<file path="src/rtl/imem_loader_if.sv">
// Byte-stream in / instruction-memory write-port out for the program loader.
interface imem_loader_if #(
    parameter int ADDR_WIDTH = 5
);
    logic [7:0]            rx_data;
    logic                  rx_valid;
    logic                  rx_ready;
    logic                  mem_we;
    logic [ADDR_WIDTH-1:0] mem_waddr;
    logic [7:0]            mem_wdata;
    logic                  cpu_hold;
    logic                  load_done;
    logic                  load_err;

    modport slave (
        input  rx_data, rx_valid,
        output rx_ready, mem_we, mem_waddr, mem_wdata, cpu_hold, load_done, load_err
    );

    modport master (
        output rx_data, rx_valid,
        input  rx_ready, mem_we, mem_waddr, mem_wdata, cpu_hold, load_done, load_err
    );
endinterface

</file>
<file path="src/rtl/imem_loader.sv">
// Framed program-image loader: SYNC, LEN_LO, LEN_HI, data bytes, CSUM -> byte writes from addr 0.
// The CPU is held in reset until a frame's 8-bit additive checksum matches.
module imem_loader #(
    parameter int         ADDR_WIDTH = 5,
    parameter logic [7:0] SYNC_BYTE  = 8'hA5
) (
    input  logic          clk,
    input  logic          rst_n,
    imem_loader_if.slave  bus
);
    localparam logic [16:0] DEPTH = 17'(2**ADDR_WIDTH);

    typedef enum logic [2:0] {
        ST_IDLE, ST_LEN_LO, ST_LEN_HI, ST_DATA, ST_CSUM, ST_CHECK, ST_DONE, ST_ERR
    } state_t;

    state_t                r_state;
    logic                  r_rx_ready;
    logic                  r_mem_we;
    logic [ADDR_WIDTH-1:0] r_mem_waddr;
    logic [7:0]            r_mem_wdata;
    logic                  r_cpu_hold;
    logic                  r_load_done;
    logic                  r_load_err;
    logic [7:0]            r_len_lo;
    logic [ADDR_WIDTH:0]   r_len;
    logic [ADDR_WIDTH:0]   r_cnt;
    logic [7:0]            r_sum;
    logic [7:0]            r_csum;

    logic                  w_acc;
    logic [15:0]           w_len;
    logic [ADDR_WIDTH:0]   w_cnt_nxt;

    assign w_acc     = bus.rx_valid && r_rx_ready;
    assign w_len     = {bus.rx_data, r_len_lo};
    assign w_cnt_nxt = r_cnt + 1'b1;

    always_ff @(posedge clk or negedge rst_n) begin
        if (!rst_n) begin
            r_state     <= ST_IDLE;
            r_rx_ready  <= 1'b0;
            r_mem_we    <= 1'b0;
            r_mem_waddr <= '0;
            r_mem_wdata <= '0;
            r_cpu_hold  <= 1'b1;
            r_load_done <= 1'b0;
            r_load_err  <= 1'b0;
            r_len_lo    <= '0;
            r_len       <= '0;
            r_cnt       <= '0;
            r_sum       <= '0;
            r_csum      <= '0;
        end else begin
            r_mem_we   <= 1'b0;
            r_rx_ready <= 1'b1;
            case (r_state)
                ST_IDLE, ST_DONE, ST_ERR: begin
                    if (w_acc && bus.rx_data == SYNC_BYTE) begin
                        r_state     <= ST_LEN_LO;
                        r_cpu_hold  <= 1'b1;
                        r_load_done <= 1'b0;
                        r_load_err  <= 1'b0;
                        r_cnt       <= '0;
                        r_sum       <= '0;
                    end
                end
                ST_LEN_LO: begin
                    if (w_acc) begin
                        r_len_lo <= bus.rx_data;
                        r_state  <= ST_LEN_HI;
                    end
                end
                ST_LEN_HI: begin
                    if (w_acc) begin
                        r_len <= w_len[ADDR_WIDTH:0];
                        // Oversized images are rejected before any byte is written.
                        if ({1'b0, w_len} > DEPTH) begin
                            r_state    <= ST_ERR;
                            r_load_err <= 1'b1;
                        end else if (w_len == 16'd0) begin
                            r_state <= ST_CSUM;
                        end else begin
                            r_state <= ST_DATA;
                        end
                    end
                end
                ST_DATA: begin
                    if (w_acc) begin
                        r_mem_we    <= 1'b1;
                        r_mem_waddr <= r_cnt[ADDR_WIDTH-1:0];
                        r_mem_wdata <= bus.rx_data;
                        r_cnt       <= w_cnt_nxt;
                        r_sum       <= r_sum + bus.rx_data;
                        if (w_cnt_nxt == r_len)
                            r_state <= ST_CSUM;
                    end
                end
                ST_CSUM: begin
                    if (w_acc) begin
                        r_csum     <= bus.rx_data;
                        r_state    <= ST_CHECK;
                        r_rx_ready <= 1'b0;
                    end
                end
                ST_CHECK: begin
                    if (r_csum == r_sum) begin
                        r_state     <= ST_DONE;
                        r_load_done <= 1'b1;
                        r_cpu_hold  <= 1'b0;
                    end else begin
                        r_state    <= ST_ERR;
                        r_load_err <= 1'b1;
                    end
                end
                default: r_state <= ST_IDLE;
            endcase
        end
    end

    assign bus.rx_ready  = r_rx_ready;
    assign bus.mem_we    = r_mem_we;
    assign bus.mem_waddr = r_mem_waddr;
    assign bus.mem_wdata = r_mem_wdata;
    assign bus.cpu_hold  = r_cpu_hold;
    assign bus.load_done = r_load_done;
    assign bus.load_err  = r_load_err;
endmodule

</file>
<file path="src/flat_wrapper.sv">
// flat-port wrapper written by rule: the top's interface ports become plain ports
module imem_loader_flat 
#(
    parameter int         ADDR_WIDTH = 5,
    parameter logic [7:0] SYNC_BYTE  = 8'hA5
)
  (clk, rst_n, bus_rx_data, bus_rx_valid, bus_rx_ready, bus_mem_we, bus_mem_waddr, bus_mem_wdata, bus_cpu_hold, bus_load_done, bus_load_err);
  imem_loader_if #(.ADDR_WIDTH(ADDR_WIDTH)) bus_i ();
  input  logic clk;
  input  logic rst_n;
  input wire logic [$bits(bus_i.rx_data)-1:0] bus_rx_data;
  input wire logic [$bits(bus_i.rx_valid)-1:0] bus_rx_valid;
  output wire logic [$bits(bus_i.rx_ready)-1:0] bus_rx_ready;
  output wire logic [$bits(bus_i.mem_we)-1:0] bus_mem_we;
  output wire logic [$bits(bus_i.mem_waddr)-1:0] bus_mem_waddr;
  output wire logic [$bits(bus_i.mem_wdata)-1:0] bus_mem_wdata;
  output wire logic [$bits(bus_i.cpu_hold)-1:0] bus_cpu_hold;
  output wire logic [$bits(bus_i.load_done)-1:0] bus_load_done;
  output wire logic [$bits(bus_i.load_err)-1:0] bus_load_err;
  assign bus_i.rx_data = bus_rx_data;
  assign bus_i.rx_valid = bus_rx_valid;
  assign bus_rx_ready = bus_i.rx_ready;
  assign bus_mem_we = bus_i.mem_we;
  assign bus_mem_waddr = bus_i.mem_waddr;
  assign bus_mem_wdata = bus_i.mem_wdata;
  assign bus_cpu_hold = bus_i.cpu_hold;
  assign bus_load_done = bus_i.load_done;
  assign bus_load_err = bus_i.load_err;
  imem_loader #(.ADDR_WIDTH(ADDR_WIDTH), .SYNC_BYTE(SYNC_BYTE)) u_core (.clk(clk), .rst_n(rst_n), .bus(bus_i));
endmodule
</file>
<file path="config.mk">
export PLATFORM = sky130hd
export DESIGN_NAME = imem_loader_flat
export DESIGN_NICKNAME = d
export VERILOG_FILES = /design/src/rtl/imem_loader_if.sv /design/src/rtl/imem_loader.sv /design/src/flat_wrapper.sv
export SDC_FILE = /design/constraint.sdc
export NUM_CORES = 1
export LEC_CHECK = 0
export CORE_MARGIN = 2
export CORE_UTILIZATION = 50
export CTS_CLUSTER_SIZE = 30
export DETAILED_ROUTE_END_ITERATION = 6
export GPL_ROUTABILITY_DRIVEN = 0
export PLACE_DENSITY = 0.71
export SLEW_MARGIN = 10
export SYNTH_ARGS = -nofsm -noshare
export SYNTH_HDL_FRONTEND = slang
export SYNTH_SLANG_ARGS = --single-unit
</file>
<file path="constraint.sdc">
create_clock -name clk -period 2.04 [get_ports clk]
set_input_delay 0.306 -clock clk [delete_from_list [all_inputs] [get_ports clk]]
set_output_delay 0.306 -clock clk [all_outputs]
set_load 0.1 [all_outputs]
</file>
==> results.sh <==
export IMPL_status="completed"
export IMPL_crit_fanout=14
export IMPL_setup_viol=0
export IMPL_drive_gt1_share_pct=31.0
export IMPL_synth_distinct_cells=44
export IMPL_yosysWarnings=0
export IMPL_finish_utilization_pct=67.4
export IMPL_numPortBuffers=28
export IMPL_hp_start="bus_rx_data[3]"
export IMPL_ant_nets=0
export IMPL_rows=27
export IMPL_cts_made_buffers=9
export IMPL_antenna_cells=0
export IMPL_p_sw_mw=2.78
export IMPL_finalClockSkew_ns=0.0101
export IMPL_multi_input_area_mm2=0.00146
export IMPL_nFillCells=461
export IMPL_cts_sinks=57
export IMPL_syn_area_mm2=0.00289
export IMPL_worst_endpoint_required_ns=2.25
export IMPL_synthFlopType="dfrtp_1"
export IMPL_viasPerCell=5.46
export IMPL_p_per_area_mw_per_mm2=1650
export IMPL_internal_power_mw=3.38
export IMPL_clk_latency_ns=0.34
export IMPL_ff_latch_area_mm2=0.00143
export IMPL_critPathTopFamily="buffers and inverters"
export IMPL_critPathCaptureType="flip-flop"
export IMPL_slew_headroom_pct=64.8
export IMPL_clkPwrFrac_pct=17.3
export IMPL_crit_chain="clkdlybuf4s50_1 > or4_4 > o32ai_4 > o21ai_4 > buf_4 > nand2_1 > o21ai_0"
export IMPL_synthArstFlopShare_pct=100
export IMPL_core_mm2=0.00554
export IMPL_nets=363
export IMPL_io_pins=29
export IMPL_syn_instance_count=274
export IMPL_drc=0
export IMPL_postSynthAreaPerCell_um2=10.6
export IMPL_r2r_start="u_core.r_cnt[0]"
export IMPL_crit_path_top_delay_cell="or4_4"
export IMPL_rsz0062_at_grt="yes"
export IMPL_wl_met2_mm=3.24
export IMPL_peakVddDrop_mv=1.07
export IMPL_cts_max_path_buffers=2
export IMPL_wl_mm=6.53
export IMPL_synthToLayoutAreaGrowth_pct=29.1
export IMPL_grt_pass1_vias=2256
export IMPL_cts_max_level=3
export IMPL_hold_class="in2reg"
export IMPL_synth_edf_count=0
export IMPL_cap_violations=0
export IMPL_grt_first_pass_wirelength_mm=11.0
export IMPL_cts_tree="done"
export IMPL_max_stage_delay_ns=0.56
export IMPL_path_clk_slew_ns=0.08
export IMPL_path_class="in2reg"
export IMPL_grt_max_degree=37
export IMPL_die_h_um=80.1
export IMPL_fin_cells=420
export IMPL_dp_hpwl_mm=4.74
export IMPL_wl_met1_mm=2.84
export IMPL_highest_layer="met4"
export IMPL_maxSlewViolCount=0
export IMPL_tightest_slew_ns=0.528
export IMPL_firstDrtPassIters=5
export IMPL_final_hold_violation_count=0
export IMPL_clock_root_buffer="clkbuf_8"
export IMPL_min_period_ns=1.99
export IMPL_met3_length_um=215
export IMPL_dieArea_mm2=0.00641
export IMPL_crit_buf_inv=2
export IMPL_comb_power_share_pct=50.4
export IMPL_antenna_found_initial=0
export IMPL_fmax_ghz=0.504
export IMPL_crit_path_start_kind="primary input"
export IMPL_seq_power_share_pct=32.3
export IMPL_synth_seq_cells=57
export IMPL_place_inst=401
export IMPL_timing_hold_ws_ns=0.416
export IMPL_die_x_um=80.1
export IMPL_start_util_pct=52.2
export IMPL_startpoint="bus_rx_data[1]"
export IMPL_first_iter_violations=160
export IMPL_final_period_utilization_pct=97.3
export IMPL_grt_ovfl_total=0
export IMPL_swShare_pct=45.1
export IMPL_arrival_ns=2.20
export IMPL_syn_nets=294
export IMPL_grt_usage_pct=22.8
export IMPL_ys_seq_area_share_pct=49.4
export IMPL_vias=2293
export IMPL_avgRoutedWirePerCell_um=15.6
export IMPL_p_leak_nw=1.75
[stage by stage]
step	cell area (µm²)	setup WS (ns)	setup TNS [ns]	total power [mW]
final	3730	0.0543	0	6.16
after global routing	3730	-0.00769	-0.00780	6.55
after CTS	3670	0.00649	0	6.07
after detailed placement	3460	-0.343	-5.05	4.98
after global placement	3460	-0.277	-4.35	4.90
after floorplan	2890	0.115	0	4.16
[cells in the final DEF, fill, tap and decap left out, types with 8 or more instances in the layout]
cell type and n:
nand3_1 8, clkdlybuf4s50_1 8, o21ai_0 14, clkbuf_8 9, buf_4 54, mux2_2 22
nand2_1 54, a21oi_1 8, dfrtp_1 55, xnor2_1 14
[layout make-up]
type	instances	area share (%)
multi-input combinational	205	39.1
sequential	57	38.3
timing repair buffer	67	14.6
clock buffer	9	3.32
tap	72	2.41
clock inverter	7	2.04
inverter	3	0.302
[power by group through the flow]
stage          Clock [mW]  Sequential, mW  Combinational (mW)
3_3_place_gp            0            1.96                2.94
5_1_grt              1.14            2.05                3.36
3_5_place_dp            0            1.99                2.99
4_1_cts              1.09            1.97                3.01
6_report             1.07            1.99                3.11
2_1_floorplan           0            2.70                1.46
[sequential cells by signal, indices dropped and copies added, names as in the netlist]
signal / flops
u_core.r_state: 3
u_core.bus.mem_wdata: 8
u_core.r_sum: 8
u_core.r_len_lo: 8
u_core.bus.rx_ready: 1
u_core.bus.load_done: 1
u_core.r_csum: 8
u_core.bus.mem_waddr: 5
u_core.r_len: 6
u_core.r_cnt: 6
u_core.bus.cpu_hold: 1
u_core.bus.load_err: 1
u_core.bus.mem_we: 1
[cells in the mapped netlist (4+ instances only)]
master,instances,share of area (%)
or4_1,4,1.0
nand2_1,54,7.0
a22o_1,4,1.2
o211ai_1,4,1.0
o21ai_0,15,2.6
clkbuf_1,8,1.0
a21oi_1,10,1.7
nand3_1,8,1.4
xor2_1,7,2.1
xnor2_1,14,4.2
o31ai_1,4,1.0
mux2_2,22,8.6
nor3_1,5,0.86
dfrtp_1,56,48
nand2b_1,4,0.86
and2_1,4,0.86
ha_1,8,3.5
nor2_1,7,0.91
[timing repair]
action                                  4_1_cts  5_1_grt
endpoints found under the setup margin        0       10
setup buffers                                 0        2
endpoints found under the hold margin        21        0
hold buffers                                  1        0
gates resized for setup                       0       11
[cell families (layout without fill, tap and decap cells)]
group,count (synthesis),count (layout),synth area share [%]
AO/OA/AOI/OAI,52,52,12.5
XOR/XNOR,22,22,7.14
adder cells (fa/ha/maj),9,9,4.15
buffers and inverters,12,86,1.82
flip-flops,57,57,49.4
multiplexers,22,22,8.56
AND/OR/NAND/NOR,100,100,16.5
[per-layer routing]
| metal | vias to the layer above | track usage, % |
|---|---|---|
| met5 | - | 0 |
| met4 | 0 | 14.4 |
| met3 | 18 | 3.03 |
| met2 | 65 | 36.1 |
| met1 | 1092 | 29.4 |
| li1 | 1118 | - |
[worst reg2reg max path, delay by kind of cell, from the launching register on]
family	cells	cell delay, ns
AO/OA/AOI/OAI	2	0.55
XOR/XNOR	2	0.34
adder cells (fa/ha/maj)	1	0.28
flip-flops	1	0.45
AND/OR/NAND/NOR	1	0.20
[final timing paths]
check	end	slack (ns)	cells after the start
setup / recovery	u_core.r_sum[4]	0.05	7
setup reg to reg	u_core.r_state[2]	0.12	6
max in group asynchronous	u_core.bus.cpu_hold	0.92	3
min in group asynchronous	u_core.bus.mem_waddr[2]	0.47	2
hold / removal	u_core.bus.mem_wdata[3]	0.42	4
hold reg to reg	u_core.bus.mem_waddr[1]	0.48	2
Power figures use the tool's default switching activity.
